File: src/rtl/stream_deskew.sv
// Aligns a late stream to an early one by buffering early samples in a
// small circular FIFO and pairing them in order with late samples.
module stream_deskew #(
   parameter int DATA_WIDTH = 8,
   parameter int MAX_SKEW   = 16
) (
   input  logic                          CLK,
   input  logic                          RST,
   input  logic [$clog2(MAX_SKEW+1)-1:0] CFG_SKEW,
   input  logic                          CFG_LOAD,
   input  logic                          LEAD_VLD,
   input  logic [DATA_WIDTH-1:0]         LEAD_DAT,
   input  logic                          LAG_VLD,
   input  logic [DATA_WIDTH-1:0]         LAG_DAT,
   output logic                          OUT_VLD,
   output logic [DATA_WIDTH-1:0]         OUT_LEAD,
   output logic [DATA_WIDTH-1:0]         OUT_LAG,
   output logic                          LOCKED,
   output logic [2:0]                    ERR
);

   localparam int AW = $clog2(MAX_SKEW);
   localparam int SW = $clog2(MAX_SKEW + 1);
   localparam logic [SW-1:0] FULL = SW'(MAX_SKEW);

   typedef enum logic [1:0] {IDLE, ALIGN, LOCK} state_t;

   state_t                state_q, state_d;
   logic [AW-1:0]         wr_q, wr_d;
   logic [AW-1:0]         rd_q, rd_d;
   logic [SW-1:0]         cnt_q, cnt_d;
   logic [SW-1:0]         skew_q, skew_d;
   logic [2:0]            err_q, err_d;
   logic                  vld_q, vld_d;
   logic [DATA_WIDTH-1:0] lead_q, lead_d;
   logic [DATA_WIDTH-1:0] lag_q, lag_d;
   logic                  locked_q, locked_d;
   logic                  we;
   logic                  empty, full;

   logic [DATA_WIDTH-1:0] mem_q [MAX_SKEW];

   assign empty = (cnt_q == '0);
   assign full  = (cnt_q == FULL);

   always_comb begin
      state_d = state_q;
      wr_d    = wr_q;
      rd_d    = rd_q;
      cnt_d   = cnt_q;
      skew_d  = skew_q;
      err_d   = err_q;
      vld_d   = 1'b0;
      lead_d  = lead_q;
      lag_d   = lag_q;
      we      = 1'b0;
      if (CFG_LOAD) begin
         skew_d  = (CFG_SKEW > FULL) ? FULL : CFG_SKEW;
         wr_d    = '0;
         rd_d    = '0;
         cnt_d   = '0;
         err_d   = '0;
         state_d = IDLE;
      end else begin
         if (LAG_VLD) begin
            if (empty && LEAD_VLD) begin
               vld_d  = 1'b1;
               lead_d = LEAD_DAT;
               lag_d  = LAG_DAT;
            end else if (empty) begin
               err_d[1] = 1'b1;
            end else begin
               vld_d  = 1'b1;
               lead_d = mem_q[rd_q];
               lag_d  = LAG_DAT;
               rd_d   = rd_q + AW'(1);
               if (LEAD_VLD) begin
                  we   = 1'b1;
                  wr_d = wr_q + AW'(1);
               end else begin
                  cnt_d = cnt_q - SW'(1);
               end
            end
         end else if (LEAD_VLD) begin
            if (full) begin
               err_d[0] = 1'b1;
            end else begin
               we    = 1'b1;
               wr_d  = wr_q + AW'(1);
               cnt_d = cnt_q + SW'(1);
            end
         end
         unique case (state_q)
            IDLE:
               if (LEAD_VLD || LAG_VLD) state_d = ALIGN;
            ALIGN:
               if (LAG_VLD) begin
                  state_d = LOCK;
                  // occupancy before the pop is the observed skew
                  if (cnt_q != skew_q) err_d[2] = 1'b1;
               end
            LOCK:
               state_d = LOCK;
            default:
               state_d = IDLE;
         endcase
      end
      locked_d = (state_d == LOCK) && !err_d[2];
   end

   always_ff @(posedge CLK) begin
      if (RST) begin
         state_q  <= IDLE;
         wr_q     <= '0;
         rd_q     <= '0;
         cnt_q    <= '0;
         skew_q   <= '0;
         err_q    <= '0;
         vld_q    <= 1'b0;
         lead_q   <= '0;
         lag_q    <= '0;
         locked_q <= 1'b0;
      end else begin
         state_q  <= state_d;
         wr_q     <= wr_d;
         rd_q     <= rd_d;
         cnt_q    <= cnt_d;
         skew_q   <= skew_d;
         err_q    <= err_d;
         vld_q    <= vld_d;
         lead_q   <= lead_d;
         lag_q    <= lag_d;
         locked_q <= locked_d;
      end
   end

   always_ff @(posedge CLK) begin
      if (we && !RST) mem_q[wr_q] <= LEAD_DAT;
   end

   assign OUT_VLD  = vld_q;
   assign OUT_LEAD = lead_q;
   assign OUT_LAG  = lag_q;
   assign LOCKED   = locked_q;
   assign ERR      = err_q;

endmodule

File: config.mk
export PLATFORM = sky130hd
export DESIGN_NAME = stream_deskew
export DESIGN_NICKNAME = d
export VERILOG_FILES = /design/src/rtl/stream_deskew.sv
export SDC_FILE = /design/constraint.sdc
export NUM_CORES = 1
export LEC_CHECK = 0
export CORE_AREA = 4 4 151 168
export DETAILED_ROUTE_END_ITERATION = 10
export DIE_AREA = 0 0 155 172
export GPL_TIMING_DRIVEN = 1
export HOLD_SLACK_MARGIN = 0.12
export PLACE_DENSITY_LB_ADDON = 0.05
export SYNTH_ARGS = -nofsm -noshare
export SYNTH_HDL_FRONTEND = slang
export SYNTH_SLANG_ARGS = --single-unit
File: constraint.sdc
create_clock -name CLK -period 2.6 [get_ports CLK]
set_input_delay 0.52 -clock CLK [delete_from_list [all_inputs] [get_ports CLK]]
set_output_delay 0.52 -clock CLK [all_outputs]
set_load 0.01 [all_outputs]
### After elaboration in Yosys (flattened, before gate mapping)

Memories as Yosys holds them, arrays and structs flattened. A register that Yosys moved wholly into a read port is not among the register bits.
Index checks and enable logic that the tools add are counted.

| cells by class | value |
|---|---|
| equality and inequality tests | 10 |
| bitwise logic cells | 4 |
| mux-type cells | 44 |
| $lt $le $gt $ge | 1 |
| add/subtract/negate cells | 4 |
| reductions and logical operators | 18 |

Operator list:

| operator | number |
|---|---|
| 5-bit two-way mux | 7 |
| 4-bit two-way mux | 8 |
| 8-bit two-way mux | 4 |
| 1-bit two-way mux | 20 |
| 3-bit AND reduction | 4 |
| 5-bit AND reduction | 2 |
| 4-bit by 1-bit adder with 4-bit output, second input constant | 2 |
| 2-bit != test, second input constant | 4 |
| 2-bit two-way mux | 3 |
| 2-bit one-hot mux with 3 select lines | 1 |
| 5-bit by 1-bit adder with 5-bit output, second input constant | 1 |
| 5-bit equality test, second input constant | 1 |
| 5-bit > comparator, second input constant | 1 |
| 5-bit logical NOT | 1 |
| 5-bit != test | 1 |
| 5-bit by 1-bit subtractor with 5-bit output, second input constant | 1 |
| 2-bit equality test, second input constant | 2 |
| 1-bit NOT | 4 |
| 1-bit logical AND | 3 |
| 3-bit two-way mux | 1 |
| 3-bit nonzero test | 1 |
| 3-bit OR reduction | 1 |
| 2-bit by 1-bit equality test with 1-bit output, second input constant | 1 |
| 1-bit logical NOT | 2 |
| 5 further kinds | 5 |

| storage, ports and cells | value |
|---|---|
| register bits after elaboration | 41 |
| RAM bits | 128 |
| memories kept | 1 |

Memory list:

| name | words | bits a word | read ports | clocked after memory_dff | wr ports | RTL line | RTL |
|---|---|---|---|---|---|---|---|
| mem_q | 16 | 8 | 1 | 1 | 1 | 41 | `logic [DATA_WIDTH-1:0] mem_q [MAX_SKEW];` |

### Logic depth before layout (Yosys ltp)

| logic depth | value |
|---|---|
| depth in word-level cells | 8 |
| gate-level depth with buffers | 8 |

### Worst setup path before layout

OpenSTA, ideal clock, no wires.

| timing | value |
|---|---|
| kind | in2reg |
| start point | input port LEAD_VLD |
| end point | memory mem_q[11][0], enable pin |
| path slack | 0.358 ns |
| path buffers | 1 |
| arrival | 1.872 ns |
| library setup time | 0.370 ns |
| stages | 4 |
| data required time | 2.230 ns |
| path through | clkbuf_1 > a21boi_1 > nand2_1 > nor2_1 |

| between the ends | value |
|---|---|
| word-level cells in the longest chain between the ends | 8 |
| elaborated cells between the ends (all ways) | 10 |
| those cells by class | 8 x mux; 2 x reduce/logical |

RTL lines:

| element | RTL line | RTL |
|---|---|---|
| from (decl) | 11 | `input logic LEAD_VLD,` |
| 1-bit two-way mux | 77 | `if (LEAD_VLD) begin` |
| 1-bit two-way mux | 70 | `end else if (empty) begin` |
| 1-bit two-way mux | 66 | `if (empty && LEAD_VLD) begin` |
| 1-bit two-way mux * | 65 | `if (LAG_VLD) begin` |
| 1-bit two-way mux * | 57 | `if (CFG_LOAD) begin` |
| 1-bit logical AND * | 138 | `if (we && !RST) mem_q[wr_q] <= LEAD_DAT;` |
| 1-bit two-way mux * | 138 |  |
| 1-bit two-way mux (implied by the code) * | 138 |  |
| to (decl) | 41 |  |

Every way passes the cells marked *; elsewhere a longest branch is shown, timed or not.

==> flow_metrics.env <==
export IMPL_dr_wl_met3_um=458
export IMPL_critPathArrivalTime_ps=2480
export IMPL_slew_viol_final=0
export IMPL_yosys_area_share_adder_pct=1.71
export IMPL_slew_headroom_pct=52.1
export IMPL_max_freq_mhz=458
export IMPL_grt_max_degree=30
export IMPL_worstSetupEndpointType="flop"
export IMPL_cap_violations=0
export IMPL_top_layer="met4"
export IMPL_htreeDepth=4
export IMPL_dr_first_iter_drc_count=178
export IMPL_dr_pass1_iters=4
export IMPL_die_w_um=155
export IMPL_finalSetupViolations=0
export IMPL_coreArea_mm2=0.0235
export IMPL_final_core_util_pct=36.6
export IMPL_final_hold_viol_count=0
export IMPL_cts_buffer_depth=2
export IMPL_crit_fanout=29
export IMPL_nets=573
export IMPL_synthesis_nets=496
export IMPL_drt_met1_wl_um=7290
export IMPL_tightest_slew_ps=718
export IMPL_p_switching_mw=1.30
export IMPL_num_rows=59
export IMPL_yosysWarnings=0
export IMPL_power_leakage_nw=2.82
export IMPL_tns_ps=0
export IMPL_ys_seq_area_share_pct=67.6
export IMPL_die_h_um=172
export IMPL_synthMuxAreaShare_pct=12.2
export IMPL_netSwitchingFraction_pct=22.1
export IMPL_initial_core_util_pct=29.8
export IMPL_syn_area_mm2=0.00702
export IMPL_wire_per_inst_um=19.6
export IMPL_max_vdd_ir_drop_v=0.000466
export IMPL_p_int_mw=4.58
export IMPL_synth_compound_area_share_pct=5.56
export IMPL_outcome="complete, no violations"
export IMPL_route_met2_wl_um=8790
export IMPL_antenna_left=0
export IMPL_cts_root_buf="clkbuf_16"
export IMPL_holdWs_ps=445
export IMPL_holdBufCountCts=0
export IMPL_yosys_area_share_simple_pct=8.63
export IMPL_cts_setup_buffers=0
export IMPL_path_clk_slew_ps=70
export IMPL_syn_inst=461
export IMPL_rsz0062_at_grt="no"
export IMPL_vias_per_cell=4.61
export IMPL_synthesis_area_per_instance_um2=15.2
export IMPL_start_kind="flop"
export IMPL_ys_flop_type="edfxtp_1"
export IMPL_numCtsBuffers=17
export IMPL_num_io_pins=47
export IMPL_synth_async_sr_flop_share_pct=0
export IMPL_crit_type="reg -> reg"
export IMPL_synth_edf_count=128
export IMPL_design_area_mm2=0.00862
export IMPL_crit_required_ps=2900
export IMPL_track_usage_pct=13.1
export IMPL_antenna_found_initial=0
export IMPL_synth_top_family_by_area="multiplexers"
export IMPL_clock_latency_ps=420
export IMPL_cts_resized=0
export IMPL_hpwl_um=11100
export IMPL_diodes=0
export IMPL_synth_cell_type_count=52
export IMPL_powerDensity_mw_per_mm2=682
export IMPL_fin_crit_sh_pct=84.0
export IMPL_cts_tree="built"
export IMPL_pwr_share_clk_pct=43.1
export IMPL_hold_class="reg -> reg"
export IMPL_die_area_mm2=0.0267
export IMPL_clock_skew_ps=12.8
export IMPL_grt_pass1_vias=4120
export IMPL_grt_overflow=0
export IMPL_io_buffers=46
export IMPL_vias=3948
export IMPL_drc_errors=0
export IMPL_seq_power_share_pct=51.3
export IMPL_fin_crit_ps=2180
export IMPL_comb_power_share_pct=5.6
export IMPL_wl_um=16800
export IMPL_gp_congestion=0.706
export IMPL_layout_drive_gt1_share_pct=17.2
export IMPL_synth_xor_area_share_pct=1.87
export IMPL_grt_first_pass_wirelength_um=25800
export IMPL_syn_to_final_growth_pct=22.9
export IMPL_ys_ff_latch=173
export IMPL_cts_sinks=173
export IMPL_dpl_cell_area_mm2=0.00804
worst max-delay path, stage by stage, from the launching register on:
cell and delay (ps):
dfxtp_1 360, buf_12 220, nor2b_1 620, a22o_1 270, a311oi_1 60, a221oi_1 410
nor4_1 110
cells in the mapped netlist, drive strengths merged (8+ instances only):
cell,count,area (um^2)
mux2i,31,310
ha,8,100
nor4,9,62.6
a21oi,21,105
nor2,57,214
mux4,19,458
nand2,31,116
xor2,11,96.3
buf,16,126
edfxtp,128,3840
mux2,8,90.1
dfxtp,45,901
stage by stage:
stage               instances  power [mW]  worst slack, ps
global placement          824        3.41             88.1
CTS                       856        5.98              368
finish                    856        5.88              416
global route              856        6.16              304
floorplan                 461        3.24              358
detailed placement        824        3.41             74.8
power by group through the flow:
| stage | clock, mW | combinational [mW] | sequential, mW |
|---|---|---|---|
| finish | 2.53 | 0.329 | 3.02 |
| global route | 2.77 | 0.365 | 3.02 |
| CTS | 2.62 | 0.340 | 3.02 |
| detailed placement | 0 | 0.338 | 3.08 |
| global placement | 0 | 0.339 | 3.08 |
| floorplan | 0 | 0.165 | 3.08 |
final timing paths:
kind / slack [ps] / cells after the start / end / from
hold reg to reg: 440 / 1 / state_q[0]$_SDFF_PP0_ / state_q[1]$_SDFF_PP0_
setup / recovery: 420 / 6 / OUT_LEAD[5]$_SDFFE_PP0P_ / flop
hold / removal: 440 / 1 / state_q[0]$_SDFF_PP0_ / state_q[1]$_SDFF_PP0_
setup reg to reg: 420 / 6 / OUT_LEAD[5]$_SDFFE_PP0P_ / flop
final cells by class:
| type | count | area [um^2] |
|---|---|---|
| Fill cell | 2262 | 14900 |
| Sequential cell | 173 | 4750 |
| Multi-Input combinational cell | 263 | 2110 |
| Timing Repair Buffer | 80 | 791 |
| Clock buffer | 18 | 429 |
| Tap cell | 305 | 382 |
| Clock inverter | 14 | 158 |
| Inverter | 3 | 11.3 |
placed cells by master, fill, tap and decap left out, types with 4 or more instances in the layout:
master,instances
mux4_2,11
buf_12,6
a221oi_1,6
mux2_2,8
inv_6,4
nand3b_1,5
a21oi_1,21
dfxtp_1,44
clkbuf_16,17
nand2b_1,5
ha_1,8
nor4_1,8
nand3_1,6
nor2_1,57
a22o_1,6
buf_4,28
a311oi_1,6
edfxtp_1,128
mux2i_1,31
xnor2_1,4
mux4_1,8
clkdlybuf4s50_1,46
nand2_1,31
xor2_1,11
logic make-up after synthesis:
| logic type | count (synthesis) |
|---|---|
| DFF | 173 |
| and+or+nand+nor | 129 |
| buffers and inverters | 25 |
| xor gates and xnor gates | 15 |
| AOI/OAI and AO/OA | 52 |
| muxes | 58 |
| adders and majority gates | 9 |
layer usage:
metal	up-vias	global-route usage (%)
li1	1907	-
met5	-	0
met1	1984	16.2
met4	0	3.99
met3	10	2.88
met2	47	23.1
state kept, by name (all words and copies together) (netlist names), named ones only:
signal    count
OUT_LAG       8
OUT_LEAD      8
skew_q        5
cnt_q         5
rd_q          4
LOCKED        1
ERR           3
wr_q          4
state_q       2
OUT_VLD       1
mem_q       128
Power figures use the tool's default switching activity.
